===== config.mk =====
export PLATFORM = sky130hd
export DESIGN_NAME = snn_step_sequencer_flat
export DESIGN_NICKNAME = d
export VERILOG_FILES = /design/src/rtl/snn_pkg.sv /design/src/rtl/snn_step_sequencer_if.sv /design/src/rtl/snn_spike_counter.sv /design/src/rtl/snn_step_sequencer.sv /design/src/flat_wrapper.sv
export SDC_FILE = /design/constraint.sdc
export NUM_CORES = 1
export LEC_CHECK = 0
export BUFFER_PORTS_ARGS = -buffer_cell sky130_fd_sc_hd__buf_2
export CAP_MARGIN = 0
export CORE_ASPECT_RATIO = 0.75
export CORE_MARGIN = 2
export CORE_UTILIZATION = 50
export CTS_BUF_LIST = sky130_fd_sc_hd__clkbuf_4 sky130_fd_sc_hd__clkbuf_8
export CTS_CLUSTER_DIAMETER = 150
export CTS_CLUSTER_SIZE = 28
export DETAILED_ROUTE_END_ITERATION = 10
export PLACE_DENSITY_LB_ADDON = 0.12
export SKIP_LAST_GASP = 1
export SYNTH_ARGS = -nofsm -noshare
export SYNTH_HDL_FRONTEND = slang
export SYNTH_SLANG_ARGS = --single-unit

===== constraint.sdc =====
create_clock -name clk -period 1.8 [get_ports clk]
set_input_delay 0.27 -clock clk [delete_from_list [all_inputs] [get_ports clk]]
set_output_delay 0.27 -clock clk [all_outputs]
set_load 0.02 [all_outputs]

===== src/rtl/snn_pkg.sv =====
// Shared types and constants for the SNN step sequencer and its bench.
package snn_pkg;
  localparam int SNN_IN_W      = 8;
  localparam int SNN_OUT_W     = 2;
  localparam int NUM_STEPS_DEF = 16;
  localparam int CNT_W_DEF     = 8;
  localparam int TIMEOUT_DEF   = 64;

  typedef enum logic [2:0] {
    IDLE    = 3'd0,
    CLEAR   = 3'd1,
    WAIT_IN = 3'd2,
    STEP    = 3'd3,
    ADV     = 3'd4,
    FINISH  = 3'd5
  } seq_state_e;
endpackage


===== src/rtl/snn_step_sequencer_if.sv =====
// Input spike-frame handshake between the host/stimulus side and the sequencer.
interface snn_step_sequencer_if;
  import snn_pkg::*;
  logic                in_valid;
  logic                in_ready;
  logic [SNN_IN_W-1:0] in_spikes;

  modport master (output in_valid, output in_spikes, input in_ready);
  modport slave  (input in_valid, input in_spikes, output in_ready);
endinterface


===== src/rtl/snn_spike_counter.sv =====
// Saturating spike counter with synchronous clear and increment enable.
module snn_spike_counter #(
  parameter int CNT_W = 8
) (
  input  logic             clk,
  input  logic             reset,
  input  logic             clr,
  input  logic             inc,
  output logic [CNT_W-1:0] count
);
  always_ff @(posedge clk) begin
    if (reset || clr)
      count <= '0;
    else if (inc && (count != '1))
      count <= count + CNT_W'(1);
  end
endmodule


===== src/rtl/snn_step_sequencer.sv =====
// Time-step controller: one input frame per step, enable until the net reports
// ready, advance delay lines, accumulate output spikes, pick a winner at the end.
//
// state   | meaning
// IDLE    | waiting for start
// CLEAR   | network reset pulse, clear counters and results
// WAIT_IN | waiting for an input frame handshake
// STEP    | network enabled, waiting for net_data_ready or timeout
// ADV     | delay-line advance strobe, next step or finish
// FINISH  | done pulse, winner valid
module snn_step_sequencer
  import snn_pkg::*;
#(
  parameter int NUM_STEPS = NUM_STEPS_DEF,
  parameter int CNT_W     = CNT_W_DEF,
  parameter int TIMEOUT   = TIMEOUT_DEF
) (
  input  logic                 clk,
  input  logic                 reset,
  input  logic                 start,
  input  logic                 abort,
  snn_step_sequencer_if.slave  frame,
  output logic                 net_reset,
  output logic                 net_enable,
  output logic                 net_delay_clk,
  output logic [SNN_IN_W-1:0]  net_input_spikes,
  input  logic [SNN_OUT_W-1:0] net_out_spikes,
  input  logic                 net_data_ready,
  output logic                 busy,
  output logic                 done,
  output logic                 timeout_err,
  output logic [CNT_W-1:0]     count0,
  output logic [CNT_W-1:0]     count1,
  output logic                 class_out
);
  localparam int TW = $clog2(TIMEOUT) + 1;

  seq_state_e state, next_state;
  logic [7:0]    step_cnt;
  logic [TW-1:0] to_cnt;
  logic          last_step, to_hit, step_done;

  assign last_step = (step_cnt == 8'(NUM_STEPS - 1));
  assign to_hit    = (to_cnt == TW'(TIMEOUT - 1));
  assign step_done = (state == STEP) && net_data_ready && !abort;

  always_ff @(posedge clk) begin
    if (reset)
      state <= IDLE;
    else
      state <= next_state;
  end

  always_comb begin
    next_state = state;
    case (state)
      IDLE:    if (start) next_state = CLEAR;
      CLEAR:   next_state = WAIT_IN;
      WAIT_IN: if (frame.in_valid) next_state = STEP;
      STEP: begin
        if (net_data_ready) next_state = ADV;
        else if (to_hit)    next_state = FINISH;
      end
      ADV:     next_state = last_step ? FINISH : WAIT_IN;
      FINISH:  next_state = IDLE;
      default: next_state = IDLE;
    endcase
    // abort overrides every transition once an inference is running
    if (abort && (state != IDLE)) next_state = IDLE;
  end

  always_comb begin
    frame.in_ready = (state == WAIT_IN);
    net_reset      = (state == CLEAR);
    net_enable     = (state == STEP);
    net_delay_clk  = (state == ADV);
    busy           = (state != IDLE);
    done           = (state == FINISH);
  end

  always_ff @(posedge clk) begin
    if (reset) begin
      step_cnt         <= '0;
      to_cnt           <= '0;
      timeout_err      <= 1'b0;
      class_out        <= 1'b0;
      net_input_spikes <= '0;
    end else begin
      case (state)
        CLEAR: begin
          step_cnt         <= '0;
          to_cnt           <= '0;
          timeout_err      <= 1'b0;
          class_out        <= 1'b0;
          net_input_spikes <= '0;
        end
        WAIT_IN: if (frame.in_valid && !abort) net_input_spikes <= frame.in_spikes;
        STEP:    to_cnt <= to_cnt + TW'(1);
        ADV: begin
          to_cnt <= '0;
          if (!last_step && !abort) step_cnt <= step_cnt + 8'd1;
        end
        default: ;
      endcase
      // results are captured on the edge into FINISH so they are valid with done
      if ((next_state == FINISH) && (state != FINISH)) begin
        class_out <= (count1 > count0);
        if (state == STEP) timeout_err <= 1'b1;
      end
    end
  end

  snn_spike_counter #(.CNT_W(CNT_W)) u_cnt0 (
    .clk   (clk),
    .reset (reset),
    .clr   (state == CLEAR),
    .inc   (step_done && net_out_spikes[0]),
    .count (count0)
  );

  snn_spike_counter #(.CNT_W(CNT_W)) u_cnt1 (
    .clk   (clk),
    .reset (reset),
    .clr   (state == CLEAR),
    .inc   (step_done && net_out_spikes[1]),
    .count (count1)
  );
endmodule

===== src/flat_wrapper.sv =====
// flat-port wrapper written by rule: the top's interface ports become plain ports
module snn_step_sequencer_flat import snn_pkg::*;
#(
  parameter int NUM_STEPS = NUM_STEPS_DEF,
  parameter int CNT_W     = CNT_W_DEF,
  parameter int TIMEOUT   = TIMEOUT_DEF
)
  (clk, reset, start, abort, net_reset, net_enable, net_delay_clk, net_input_spikes, net_out_spikes, net_data_ready, busy, done, timeout_err, count0, count1, class_out, frame_in_valid, frame_in_spikes, frame_in_ready);
  snn_step_sequencer_if frame_i ();
  input  logic clk;
  input  logic reset;
  input  logic start;
  input  logic abort;
  output logic net_reset;
  output logic net_enable;
  output logic net_delay_clk;
  output logic [SNN_IN_W-1:0] net_input_spikes;
  input  logic [SNN_OUT_W-1:0] net_out_spikes;
  input  logic net_data_ready;
  output logic busy;
  output logic done;
  output logic timeout_err;
  output logic [CNT_W-1:0] count0;
  output logic [CNT_W-1:0] count1;
  output logic class_out;
  input wire logic [$bits(frame_i.in_valid)-1:0] frame_in_valid;
  input wire logic [$bits(frame_i.in_spikes)-1:0] frame_in_spikes;
  output wire logic [$bits(frame_i.in_ready)-1:0] frame_in_ready;
  assign frame_i.in_valid = frame_in_valid;
  assign frame_i.in_spikes = frame_in_spikes;
  assign frame_in_ready = frame_i.in_ready;
  snn_step_sequencer #(.NUM_STEPS(NUM_STEPS), .CNT_W(CNT_W), .TIMEOUT(TIMEOUT)) u_core (.clk(clk), .reset(reset), .start(start), .abort(abort), .frame(frame_i), .net_reset(net_reset), .net_enable(net_enable), .net_delay_clk(net_delay_clk), .net_input_spikes(net_input_spikes), .net_out_spikes(net_out_spikes), .net_data_ready(net_data_ready), .busy(busy), .done(done), .timeout_err(timeout_err), .count0(count0), .count1(count1), .class_out(class_out));
endmodule

==> flow_metrics.py <==
metrics = {
    "setup_path": {
        "cp_data_arrival_time_ns": 1.47,
        "cp-start-kind": "flop",
        "r2r-start": "u_core.step_cnt[4]",
        "critPathLaunch": "u_core.state[0]",
        "critical_path_class": "flop to output pin",
        "path_cells": "or3b_2, inv_2, buf_4",
        "crit_slowest_cell": "or3b_2",
        "path_max_fanout": 10,
        "endpoint_kind": "output pin",
        "required_ns": 1.53,
        "cpPeakStageDelay_ns": 0.52,
    },
    "power": {
        "p_clk_share_pct": 36.5,
        "p_seq_share_pct": 55.8,
        "swShare_pct": 24.52,
        "cellPowerDensity_mw_per_mm2": 622.6,
        "switchingPower_uw": 433.3,
        "p_int_uw": 1334,
        "p_leak_uw": 0.001141,
        "power.share.combinational_pct": 7.7,
        "max-vdd-ir-drop_uv": 368.2,
    },
    "synthesis": {
        "yosys-top-cells-area": "dfxtp_1 37%, ha_1 6.4%, nor2_1 6.4%, xnor2_1 6.3%, a21oi_1 5.1%",
        "synth_mux_area_share_pct": 1.273,
        "synth_edf_count": 0,
        "yosysUniqueCellTypes": 50,
        "yosysTopAreaCell": "dfxtp_1",
        "async_flop_share_pct": 0,
        "synth-xor-area-share_pct": 6.684,
        "synth_compound_area_share_pct": 15.76,
        "synth-seq-cells": 44,
        "synth_most_common_cell": "dfxtp_1",
        "postSynthAreaPerCell_um2": 8.393,
        "synth_top_family_by_area": "simple AND/OR/NAND/NOR gates",
        "ys_seq_area_share_pct": 37.35,
        "synth_warnings": 0,
        "synthTopCellsByCount": "44 x dfxtp_1, 40 x nor2_1, 28 x nand2_1",
        "synth-simple-area-share_pct": 28.33,
        "synth_top_cell_area_share_pct": 37.35,
        "synthesis.area_mm2": 0.002359,
        "synthAdderAreaFrac_pct": 6.366,
        "synthFlopType": "dfxtp_1",
        "synth_nets": 309,
        "syn_inst": 281,
    },
    "floorplan": {
        "die_w_um": 83.31,
        "die_area_mm2": 0.005288,
        "dieHeight_um": 63.48,
        "initial_core_util_pct": 52.49,
        "rows": 21,
        "coreArea_mm2": 0.004493,
        "io_pins": 48,
    },
    "global_route": {
        "grt_pass1_vias": 1989,
        "grt_overflow": 0,
        "track_usage_pct": 21.41,
        "grt_max_degree": 20,
        "grt_pass1_wl_mm": 9.246,
        "grt_antenna_before_repair": 0,
    },
    "cells_and_area": {
        "nets": 369,
        "final_core_util_pct": 63.19,
        "diodes": 0,
        "synthToLayoutAreaGrowth_pct": 20.37,
        "n_fill_cell": 410,
        "drive_above_1_share_pct": 25.73,
    },
    "sta": {
        "period_minus_slack_ns": 1.736,
        "hold_violations": 0,
        "drv_slew": 0,
        "finClkSkew_ns": 0.003913,
        "worst_slew_pin_slew_ns": 0.4496,
        "final-setup-viol-count": 0,
        "setup_tns_ns": 0,
        "slew_headroom_pct": 69.91,
        "min_period_over_period_pct": 96.47,
        "rsz0062_at_grt": "false",
        "fmax_mhz": 575.9,
    },
    "cts": {
        "clock_sinks": 44,
        "postCtsSetupBuffers": 0,
        "htreeDepth": 2,
        "clock_latency_ns": 0.29,
        "numCtsBuffers": 5,
        "path_clk_slew_ns": 0.08,
        "clockRootBuffer": "clkbuf_8",
        "clk_path_buf_depth": 2,
        "cts_tree": "done",
        "cts.hold.buffers_added": 0,
    },
    "detailed_routing": {
        "first_iter_violations": 90,
        "ant_nets": 0,
        "vias": 2142,
        "drc_errors": 0,
        "wire_per_inst_um": 13.29,
        "routed_via_density": 5.368,
        "drtPass1Iterations": 4,
        "wirelength_mm": 5.303,
    },
    "run": {
        "maxCapViolCount": 0,
    },
    "min_path": {
        "hold_path_class": "primary input to flop",
        "hold_start": "frame_in_spikes[0]",
    },
    "placement": {
        "port_buffers": 47,
        "place_hpwl_mm": 4.024,
        "place_congestion": 0.8352,
    },
    "run_status": {
        "status": "finished, final reports clean",
    },
}
critical path: cells and delay by family (launching register included):
family / cells / cell delay, ns
AND/OR/NAND/NOR: 1 / 0.52
flip-flops: 1 / 0.39
buffers and inverters: 2 / 0.26
cell type report:
type	instances	area, um^2	share of cell area (%)
clock buffers	6	82.58	2.909
clock inverters	2	10.01	0.3526
flip-flops and latches	44	889.6	31.34
multi-input cells	213	1383	48.70
repair buffers	61	342.8	12.08
inverters	16	60.06	2.115
well taps	57	71.32	2.512
logic make-up after synthesis:
kind of cell | after synthesis
simple gates | 127
compound gates | 53
flops | 44
buf+inv | 24
xor+xnor | 18
fa+ha+maj | 12
mux | 3
placed cells by master (no fill, tap or decap), types with 4 or more instances in the layout:
cell type / instances
a211oi_1: 4
a21oi_1: 24
buf_2: 46
buf_4: 15
clkbuf_8: 6
dfxtp_1: 41
ha_1: 12
inv_1: 14
nand2_1: 28
nand3_1: 23
nor2_1: 40
nor3_1: 6
o21ai_0: 7
xnor2_1: 17
per-layer routing:
layer | global-route usage [%] | wire length (um) | vias up
met1 | 31.66 | 2673 | 985
met2 | 32.06 | 2304 | 55
met3 | 3.932 | 325 | 0
met4 | 5.533 | 0 | 0
met5 | 0 | 0 | -
li1 | - | - | 1102
state kept, by name, indices dropped and copies added, names as in the netlist:
name                     count
u_core.u_cnt0.count          8
u_core.to_cnt                7
u_core.u_cnt1.count          8
u_core.step_cnt              8
u_core.class_out             1
u_core.state                 3
u_core.timeout_err           1
u_core.net_input_spikes      8
power by group through the flow:
stage               Sequential, uW  Clock, uW  Combinational (uW)
floorplan                     1010          0                85.9
global placement              1010          0                 138
detailed placement            1010          0                 137
CTS                            988        658                 138
global route                   988        708                 153
finish                         986        644                 137
per-stage QoR:
| step | setup WS, ns | power (uW) | area, um^2 | std cells | hold WS [ns] |
|---|---|---|---|---|---|
| after global placement | 0.1241 | 1147 | 2730 | 391 | 0.4361 |
| after CTS | 0.02992 | 1784 | 2826 | 399 | 0.2193 |
| final | 0.06356 | 1768 | 2839 | 399 | 0.2265 |
| after global routing | 0.007286 | 1849 | 2839 | 399 | 0.2286 |
| after detailed placement | 0.08837 | 1147 | 2730 | 391 | 0.4419 |
| after floorplan | 0.03349 | 1092 | 2359 | 281 | 0.3485 |
timing repair:
item / CTS / global route
pin swaps: 0 / 0
endpoints found under the setup margin: 3 / 2
gates resized for setup: 4 / 4
endpoints found under the hold margin: 0 / 0
final timing paths:
path | endpoint | slack [ns] | cells after the start
hold / removal | u_core.net_input_spikes[0] | 0.23 | 3
setup / recovery | net_delay_clk | 0.06 | 3
setup reg to reg | u_core.class_out | 0.12 | 5
hold reg to reg | u_core.net_input_spikes[5] | 0.45 | 2
Power figures use the tool's default switching activity.
